==> src/rtl/ace_snoop_pkg.sv <==
// Shared definitions for the ACE snoop sequencer: FSM state encoding, engine trigger code
// and the CR response bit layout.
package ace_snoop_pkg;

    localparam logic [3:0] DEVIL_EN_CODE = 4'd10;

    typedef enum logic [2:0] {
        ST_IDLE     = 3'd0,
        ST_DISPATCH = 3'd1,
        ST_WAIT     = 3'd2,
        ST_DEV_CR   = 3'd3,
        ST_DEV_CD   = 3'd4,
        ST_DEF_CR   = 3'd5,
        ST_RELEASE  = 3'd6
    } seq_state_e;

    // Bit 0 is DataTransfer, bit 4 is WasUnique.
    typedef struct packed {
        logic was_unique;
        logic is_shared;
        logic pass_dirty;
        logic error;
        logic data_transfer;
    } crresp_t;

    localparam crresp_t CRRESP_DEFAULT = '0;

    function automatic logic crresp_has_data(input logic [4:0] resp);
        crresp_t r;
        r = crresp_t'(resp);
        return r.data_transfer;
    endfunction

endpackage

==> src/rtl/snoop_sat_counter.sv <==
// Status counter that increments on i_inc and sticks at all-ones.
module snoop_sat_counter #(
    parameter int W = 32
) (
    input  logic         i_clk,
    input  logic         i_rst_n,
    input  logic         i_inc,
    output logic [W-1:0] o_cnt
);

    logic [W-1:0] r_cnt;

    always_ff @(posedge i_clk or negedge i_rst_n) begin
        if (!i_rst_n) begin
            r_cnt <= '0;
        end else if (i_inc && (r_cnt != '1)) begin
            r_cnt <= r_cnt + 1'b1;
        end
    end

    assign o_cnt = r_cnt;

endmodule

==> src/rtl/ace_snoop_sequencer.sv <==
// ACE AC/CR/CD snoop front end for the devil engine: one snoop at a time, real AXI handshakes,
// benign default response when the engine declines or stalls.
//   IDLE     | waiting for acvalid          DISPATCH | trigger pulse to engine
//   WAIT     | waiting for engine verdict   DEV_CR   | engine CR    DEV_CD | engine data beats
//   DEF_CR   | default CR, no data          RELEASE  | wait for engine to return to IDLE
module ace_snoop_sequencer
    import ace_snoop_pkg::*;
#(
    parameter int         C_ACE_ADDR_WIDTH = 44,
    parameter int         C_ACE_DATA_WIDTH = 128,
    parameter int         CD_BEATS         = 4,
    parameter logic [3:0] DEVIL_EN         = DEVIL_EN_CODE,
    parameter int         CNT_WIDTH        = 32
) (
    input  logic                        ace_aclk,
    input  logic                        ace_aresetn,
    input  logic                        acvalid,
    output logic                        acready,
    input  logic [3:0]                  acsnoop,
    input  logic [C_ACE_ADDR_WIDTH-1:0] acaddr,
    output logic                        crvalid,
    input  logic                        crready,
    output logic [4:0]                  crresp,
    output logic                        cdvalid,
    input  logic                        cdready,
    output logic [C_ACE_DATA_WIDTH-1:0] cddata,
    output logic                        cdlast,
    output logic [3:0]                  o_snoop_state,
    output logic [3:0]                  o_acsnoop,
    output logic [C_ACE_ADDR_WIDTH-1:0] o_acaddr,
    input  logic [3:0]                  i_devil_state,
    input  logic                        i_devil_crvalid,
    input  logic                        i_devil_cdvalid,
    input  logic                        i_devil_cdlast,
    input  logic [4:0]                  i_devil_crresp,
    input  logic [C_ACE_DATA_WIDTH-1:0] i_devil_rdata,
    input  logic                        i_en,
    input  logic [15:0]                 i_timeout,
    output logic [CNT_WIDTH-1:0]        o_cnt_snoop,
    output logic [CNT_WIDTH-1:0]        o_cnt_devil,
    output logic [CNT_WIDTH-1:0]        o_cnt_default,
    output logic [CNT_WIDTH-1:0]        o_cnt_timeout
);

    localparam int BEAT_W = (CD_BEATS > 1) ? $clog2(CD_BEATS) : 1;
    localparam logic [BEAT_W-1:0] LAST_BEAT = BEAT_W'(CD_BEATS - 1);

    seq_state_e                  r_state;
    logic                        r_acready;
    logic [3:0]                  r_acsnoop;
    logic [C_ACE_ADDR_WIDTH-1:0] r_acaddr;
    logic [3:0]                  r_snoop_state;
    logic                        r_crvalid;
    logic [4:0]                  r_crresp;
    logic                        r_cdvalid;
    logic [C_ACE_DATA_WIDTH-1:0] r_cddata;
    logic                        r_cdlast;
    logic [BEAT_W-1:0]           r_beat;
    logic [15:0]                 r_wait_cnt;
    logic                        r_seen_busy;
    logic                        r_dispatched;

    logic        w_wait_hit;
    logic        w_declined;
    logic        w_last_beat;
    logic [15:0] w_wait_inc;
    logic        w_inc_snoop;
    logic        w_inc_devil;
    logic        w_inc_default;
    logic        w_inc_timeout;

    assign w_wait_hit  = (i_timeout != 16'd0) && (r_wait_cnt == (i_timeout - 16'd1));
    assign w_declined  = r_seen_busy && (i_devil_state == 4'd0);
    assign w_last_beat = (r_beat == LAST_BEAT);
    assign w_wait_inc  = (r_wait_cnt == 16'hFFFF) ? r_wait_cnt : r_wait_cnt + 16'd1;

    assign w_inc_snoop   = (r_state == ST_IDLE) && acvalid;
    assign w_inc_devil   = (r_state == ST_WAIT) && i_devil_crvalid;
    assign w_inc_timeout = (r_state == ST_WAIT) && !i_devil_crvalid && !w_declined && w_wait_hit;
    assign w_inc_default = (r_state == ST_DEF_CR) && crready;

    always_ff @(posedge ace_aclk or negedge ace_aresetn) begin
        if (!ace_aresetn) begin
            r_state       <= ST_IDLE;
            r_acready     <= 1'b0;
            r_acsnoop     <= '0;
            r_acaddr      <= '0;
            r_snoop_state <= '0;
            r_crvalid     <= 1'b0;
            r_crresp      <= '0;
            r_cdvalid     <= 1'b0;
            r_cddata      <= '0;
            r_cdlast      <= 1'b0;
            r_beat        <= '0;
            r_wait_cnt    <= '0;
            r_seen_busy   <= 1'b0;
            r_dispatched  <= 1'b0;
        end else begin
            r_acready     <= 1'b0;
            r_snoop_state <= '0;
            case (r_state)
                ST_IDLE: begin
                    r_dispatched <= 1'b0;
                    if (acvalid) begin
                        r_acready <= 1'b1;
                        r_acsnoop <= acsnoop;
                        r_acaddr  <= acaddr;
                        if (i_en) begin
                            r_snoop_state <= DEVIL_EN;
                            r_state       <= ST_DISPATCH;
                        end else begin
                            r_crvalid <= 1'b1;
                            r_crresp  <= CRRESP_DEFAULT;
                            r_state   <= ST_DEF_CR;
                        end
                    end
                end
                ST_DISPATCH: begin
                    r_wait_cnt   <= '0;
                    r_seen_busy  <= 1'b0;
                    r_dispatched <= 1'b1;
                    r_state      <= ST_WAIT;
                end
                ST_WAIT: begin
                    r_wait_cnt <= w_wait_inc;
                    if (i_devil_state != 4'd0) begin
                        r_seen_busy <= 1'b1;
                    end
                    if (i_devil_crvalid) begin
                        r_crvalid <= 1'b1;
                        r_crresp  <= i_devil_crresp;
                        r_state   <= ST_DEV_CR;
                    end else if (w_declined || w_wait_hit) begin
                        r_crvalid <= 1'b1;
                        r_crresp  <= CRRESP_DEFAULT;
                        r_state   <= ST_DEF_CR;
                    end
                end
                ST_DEV_CR: begin
                    if (crready) begin
                        r_crvalid  <= 1'b0;
                        r_beat     <= '0;
                        r_wait_cnt <= '0;
                        r_state    <= crresp_has_data(r_crresp) ? ST_DEV_CD : ST_RELEASE;
                    end
                end
                ST_DEV_CD: begin
                    if (r_cdvalid) begin
                        if (cdready) begin
                            r_cdvalid <= 1'b0;
                            r_cdlast  <= 1'b0;
                            if (w_last_beat) begin
                                r_wait_cnt <= '0;
                                r_state    <= ST_RELEASE;
                            end else begin
                                r_beat <= r_beat + 1'b1;
                            end
                        end
                    end else if (i_devil_cdvalid && (!w_last_beat || i_devil_cdlast)) begin
                        // final beat waits for the engine's cdlast, stretching it if late
                        r_cdvalid <= 1'b1;
                        r_cddata  <= i_devil_rdata;
                        r_cdlast  <= w_last_beat;
                    end
                end
                ST_DEF_CR: begin
                    if (crready) begin
                        r_crvalid  <= 1'b0;
                        r_wait_cnt <= '0;
                        // an engine that was triggered must settle before the next snoop
                        r_state    <= r_dispatched ? ST_RELEASE : ST_IDLE;
                    end
                end
                ST_RELEASE: begin
                    r_wait_cnt <= w_wait_inc;
                    if ((i_devil_state == 4'd0) || w_wait_hit) begin
                        r_state <= ST_IDLE;
                    end
                end
                default: r_state <= ST_IDLE;
            endcase
        end
    end

    assign acready       = r_acready;
    assign o_acsnoop     = r_acsnoop;
    assign o_acaddr      = r_acaddr;
    assign o_snoop_state = r_snoop_state;
    assign crvalid       = r_crvalid;
    assign crresp        = r_crresp;
    assign cdvalid       = r_cdvalid;
    assign cddata        = r_cddata;
    assign cdlast        = r_cdlast;

    snoop_sat_counter #(.W(CNT_WIDTH)) u_cnt_snoop (
        .i_clk(ace_aclk), .i_rst_n(ace_aresetn), .i_inc(w_inc_snoop), .o_cnt(o_cnt_snoop)
    );
    snoop_sat_counter #(.W(CNT_WIDTH)) u_cnt_devil (
        .i_clk(ace_aclk), .i_rst_n(ace_aresetn), .i_inc(w_inc_devil), .o_cnt(o_cnt_devil)
    );
    snoop_sat_counter #(.W(CNT_WIDTH)) u_cnt_default (
        .i_clk(ace_aclk), .i_rst_n(ace_aresetn), .i_inc(w_inc_default), .o_cnt(o_cnt_default)
    );
    snoop_sat_counter #(.W(CNT_WIDTH)) u_cnt_timeout (
        .i_clk(ace_aclk), .i_rst_n(ace_aresetn), .i_inc(w_inc_timeout), .o_cnt(o_cnt_timeout)
    );

endmodule

==> config.mk <==
export PLATFORM = sky130hd
export DESIGN_NAME = ace_snoop_sequencer
export DESIGN_NICKNAME = d
export VERILOG_FILES = /design/src/rtl/ace_snoop_pkg.sv /design/src/rtl/snoop_sat_counter.sv /design/src/rtl/ace_snoop_sequencer.sv
export SDC_FILE = /design/constraint.sdc
export NUM_CORES = 1
export LEC_CHECK = 0
export CAP_MARGIN = 40
export CELL_PAD_IN_SITES_DETAIL_PLACEMENT = 0
export CELL_PAD_IN_SITES_GLOBAL_PLACEMENT = 2
export CORE_MARGIN = 8
export CORE_UTILIZATION = 31
export DETAILED_ROUTE_END_ITERATION = 8
export GPL_TIMING_DRIVEN = 1
export PLACE_DENSITY = 0.82
export REMOVE_ABC_BUFFERS = 1
export SLEW_MARGIN = 20
export SYNTH_ARGS = -nofsm -noshare
export SYNTH_HDL_FRONTEND = slang
export SYNTH_HIERARCHICAL = 1
export SYNTH_SLANG_ARGS = --single-unit
==> constraint.sdc <==
create_clock -name ace_aclk -period 9.5 [get_ports ace_aclk]
set_clock_uncertainty 0.2 [all_clocks]
set_input_delay 1.9 -clock ace_aclk [delete_from_list [all_inputs] [get_ports ace_aclk]]
set_output_delay 1.9 -clock ace_aclk [all_outputs]
set_load 0.02 [all_outputs]
== After elaboration in Yosys (flattened, before gate mapping) ==
Cells that the tools add are included.
Word-level totals
  word-level logic and storage cells: 143
  output and inout port bits: 317
  bits in registers: 340
  bits of input ports: 210
Operators by class
  reductions and logical operators: 41
  bitwise logic cells: 1
  multiplexer cells: 49
  equal/unequal tests: 27
  $add $sub $neg: 7
Operators by type and width (count)
  32-bit by 1-bit adder with 32-bit output (second input constant): 4
  32-bit != test (second input constant): 4
  16-bit 2-to-1 mux: 5
  16-bit one-hot mux with 4 select lines: 1
  3-bit 2-to-1 mux: 11
  2-bit != test (second input constant): 11
  3-bit one-hot mux with 7 select lines: 1
  5-bit 2-to-1 mux: 4
  16-bit by 1-bit adder with 16-bit output (second input constant): 1
  16-bit == test: 1
  16-bit == test (second input constant): 1
  16-bit nonzero test: 1
  16-bit by 1-bit subtractor with 16-bit output (second input constant): 1
  1-bit 2-to-1 mux: 14
  1-bit logical AND: 13
  4-bit 2-to-1 mux: 3
  2-bit 2-to-1 mux: 5
  5-bit one-hot mux with 2 select lines: 1
  5-bit AND reduction: 2
  2-bit nonzero test: 5
  3-bit == test (second input constant): 3
  8-bit AND reduction: 1
  4-bit nonzero test: 2
  3-bit by 2-bit == test with 1-bit output (second input constant): 2
  19 further kinds: 28

== Depth between registers and ports, before layout ==
  depth after elaboration: 7
  mapped depth: 14
  mapped depth without buffers: 13

== Hierarchy ==
The synthesis kept the hierarchy.
Modules (own cells, without submodules)
  ace_snoop_sequencer: area each 8798.4 um^2, cells each 651, sequential area each 5230.0 um^2, times used 1
  snoop_sat_counter (u_cnt_default ...): area each 1624.1 um^2, cells each 151, sequential area each 800.8 um^2, times used 3
  snoop_sat_counter (u_cnt_timeout): area each 1617.8 um^2, cells each 153, sequential area each 800.8 um^2, times used 1

== Least setup slack after synthesis ==
OpenSTA, ideal clock, no wires.
  path kind: input -> register
  from: input port i_timeout[7]
  to: register u_cnt_timeout.r_cnt[20] (netlist: u_cnt_timeout/o_cnt[20])
  library setup time: 0.130 ns
  arrival time: 5.035 ns
  path buffers: 2
  data required time: 9.170 ns
  setup slack: 4.135 ns
  stages: 13
  cell sequence: or4_1 > buf_2 > or4_1 > a21oi_1 > o22ai_1 > nor4b_4 > nor2b_1 > inv_1 > or3_1 > clkbuf_1 > a2111oi_2 > nand2_1 > xnor2_1
Between the ends
  word-level cells in the longest chain between the ends: 5
  elaborated cells on any way between the ends: 6
  classes of those cells: 1 x add/sub; 1 x eq/ne; 4 x reduce/logical
RTL lines
  from (decl): RTL line ace_snoop_sequencer.sv:38  | input logic [15:0] i_timeout,
  16-bit by 1-bit subtractor with 16-bit output: RTL line ace_snoop_sequencer.sv:72  | assign w_wait_hit = (i_timeout != 16'd0) && (r_wait_cnt == (i_timeout - 16'd1));
  16-bit == test: RTL line ace_snoop_sequencer.sv:72
  1-bit logical AND *: RTL line ace_snoop_sequencer.sv:72
  1-bit logical AND *: RTL line ace_snoop_sequencer.sv:79  | assign w_inc_timeout = (r_state == ST_WAIT) && !i_devil_crvalid && !w_declined && w_wait_hit;
  via w_inc_timeout: RTL line ace_snoop_sequencer.sv:70  | logic w_inc_timeout;
  1-bit logical AND *: RTL line snoop_sat_counter.sv:16  | end else if (i_inc && (r_cnt != '1)) begin
  to (signal assigned): RTL line snoop_sat_counter.sv:17  | r_cnt <= r_cnt + 1'b1;
  to (decl): RTL line snoop_sat_counter.sv:11  | logic [W-1:0] r_cnt;
Mark *: on every way through the listed nets, which the timed path passes. The rest lies on a longest branch.
A chain may end at the register's enable or synchronous reset.

== Final worst setup path ==
  from: input port i_timeout[7]
  to: register u_cnt_timeout.r_cnt[28] (netlist: u_cnt_timeout/o_cnt[28])
Same word-level chain as after synthesis.

==> metrics <==
Synth Warn # 6; initial core utilization 0.3130; post-DP HPWL 41.24 mm; Hold WS 0.2903 ns; Max Cap Viol 0; Core Util, Final 0.4633; Yosys cell types 71; leading register cell type out of synthesis dfrtp_1; Die ar. 56680 um2; Critical Path RT 9.72 ns; FMAX 173.9 MHz; Setup crit start kind primary input; Die H 238.1 um; initial antenna violation count 2; clock power share 0.250; postcts setup bufs 0; Psw 2.098 mW; io pins 527; run status complete, no violations; Synth area leader dfrtp_1; Worst Path Max Fanout 6; Initial DRT Pass Iterations 5; layout filler cell count 4545; Final Hold Fails 0; vias in the first global route 12410; cell area after synthesis 15290 um2; endpoints failing setup 0; vias 12010; Synth Area per Inst 12.16 um2; Root Driver clkbuf_16; FF+latch count, synth 337; Area contributors post-synth dfrtp_1 (55%), mux2_2 (13%), xnor2_1 (5.6%); CP Capture Type flop; Mapped Cells 1257; Area Growth Syn to Fin 48.04%; global route total overflow 0; switching share of total power 0.3420; Setup WS post-layout 3.749 ns; # hold bufs at CTS 0; CP Class primary input to flop; Final Total Pwr 6.136 mW; detailed-route wire length 53.31 mm; combinational fraction of design power 0.398; Internal Power 4.038 mW; RSZ-0062 raised after global routing no; input/output buffers 524; Worst EP arrival 5.98 ns; Non-Filler Instances 2484; Skew-Pair Late Insertion Delay 0.55 ns; dpl cells 2410; htree depth 2; post-cts repair resize count 0; Final #Nets 2008; min Tclk post-route 5.751 ns; Seq. cell area 8433 um2; 1st-iter DRT viols 568; Std-Cell Rows 81; routed vias/inst 4.834; async set or reset register ratio after synthesis 1.000; register area share after synthesis 0.5516; GP Congestion 0.8391; CTS Buf Count 40; leakage power 9.259 nW; Post-synth top cells dfrtp_1 (337), mux2_2 (180), xnor2_1 (98); Slew HR 0.3716; Total GRT Usage 0.1809; worst slack, placed 3.195 ns; share of layout cells above drive strength 1 0.1651; first-pass GRT wire length 80.19 mm; Final Max Tran Viols 0; DR DRC count 0; worst-margin pin slew 0.9426 ns; top cell type's share of synthesized area 0.5516; WL/cell 21.46 um; Die Wd 238.1 um; CTS sink count 337; Worst-path clk slew 0.06 ns; post-place instance area 21290 um2; Worst VDD drop 0.0001623 V; core area 48850 um2; sequential power share 0.352; Hold Crit Class flop to flop; top-count cell post-synth dfrtp_1; Max Buffers Root-to-Sink 3; largest net degree at the start of global routing 166; area occupied by multi-input gates 6596 um2; Pwr Density 271.1 nW/um2; post-route cell area 22630 um2; ANT nets after route 0; final period utilization 0.6054; CTS tree built; setup TNS 0 ns; EDFF count, synth 0
[sequential cells by signal, indices dropped and copies added (netlist names), 5 cells and up]
register,cells
r_wait_cnt,16
crresp,5
u_cnt_default/o_cnt,32
u_cnt_timeout/o_cnt,32
o_acaddr,44
cddata,128
u_cnt_snoop/o_cnt,32
u_cnt_devil/o_cnt,32
[metal layers]
| layer | global-route usage | vias up | share of wire |
|---|---|---|---|
| met4 | 0.04820 | 0 | 0.018 |
| met3 | 0.05676 | 51 | 0.079 |
| met5 | 0 | - | 0 |
| met1 | 0.2165 | 6020 | 0.40 |
| li1 | - | 5600 | - |
| met2 | 0.3122 | 337 | 0.50 |
[critical path: stages]
cell,delay (ns)
clkdlybuf4s50_1,0.51
or4_1,0.69
or4_1,0.54
a21oi_1,0.16
o22ai_1,0.13
nor4b_4,0.38
nor2b_1,0.49
inv_1,0.07
or3_1,0.52
nor3_2,0.22
nand2_1,0.09
mux2_2,0.27
[power groups by stage]
stage	logic [mW]	clock network (mW)	registers, mW
4_1_cts	2.48	1.60	2.16
6_report	2.44	1.54	2.16
5_1_grt	2.58	1.65	2.22
2_1_floorplan	0.664	0	2.67
3_3_place_gp	2.45	0	2.16
3_5_place_dp	2.47	0	2.18
[area by class of cell]
type                       count  area share
antenna                        3   0.0003317
clock buffer                  53     0.05042
clock inverter                16    0.007187
inverter                      17    0.002819
multi-input combinational    860      0.2914
sequential                   337      0.3726
tap                          664     0.03671
timing repair buffer         534      0.2385
[kinds of logic (layout without fill, tap and decap cells)]
kind of cell,after synthesis,count (layout),synth area share
XOR/XNOR,144,144,0.08249
flip-flops,337,337,0.5516
AND/OR/NAND/NOR,429,429,0.1584
other,1,5,0.0002453
buffers and inverters,61,620,0.01776
AO/OA/AOI/OAI,89,89,0.04452
adder cells (fa/ha/maj),8,8,0.006547
multiplexers,188,188,0.1385
[worst paths after layout]
path                                            to  slack, ns     startpoint  cells after the start
min                                        crvalid       0.29        crvalid                      1
max in group asynchronous               cddata[82]       6.37    ace_aresetn                      2
max                        u_cnt_timeout/o_cnt[28]       3.75   i_timeout[7]                     12
min in group asynchronous             o_acaddr[26]       1.18    ace_aresetn                      1
min reg2reg                                crvalid       0.29        crvalid                      1
max reg2reg                u_cnt_timeout/o_cnt[28]       5.57  r_wait_cnt[5]                     11
[layout by cell type (no fill, tap or decap), types with 19 or more instances in the layout]
cell / instances
nor3_1: 29
nor2_1: 65
clkbuf_16: 41
nand2_1: 94
mux2_2: 180
and4_1: 19
nand3_1: 63
xor2_1: 46
clkdlybuf4s50_1: 523
nand4_1: 59
xnor2_1: 98
dfrtp_1: 337
Power figures use the tool's default switching activity.
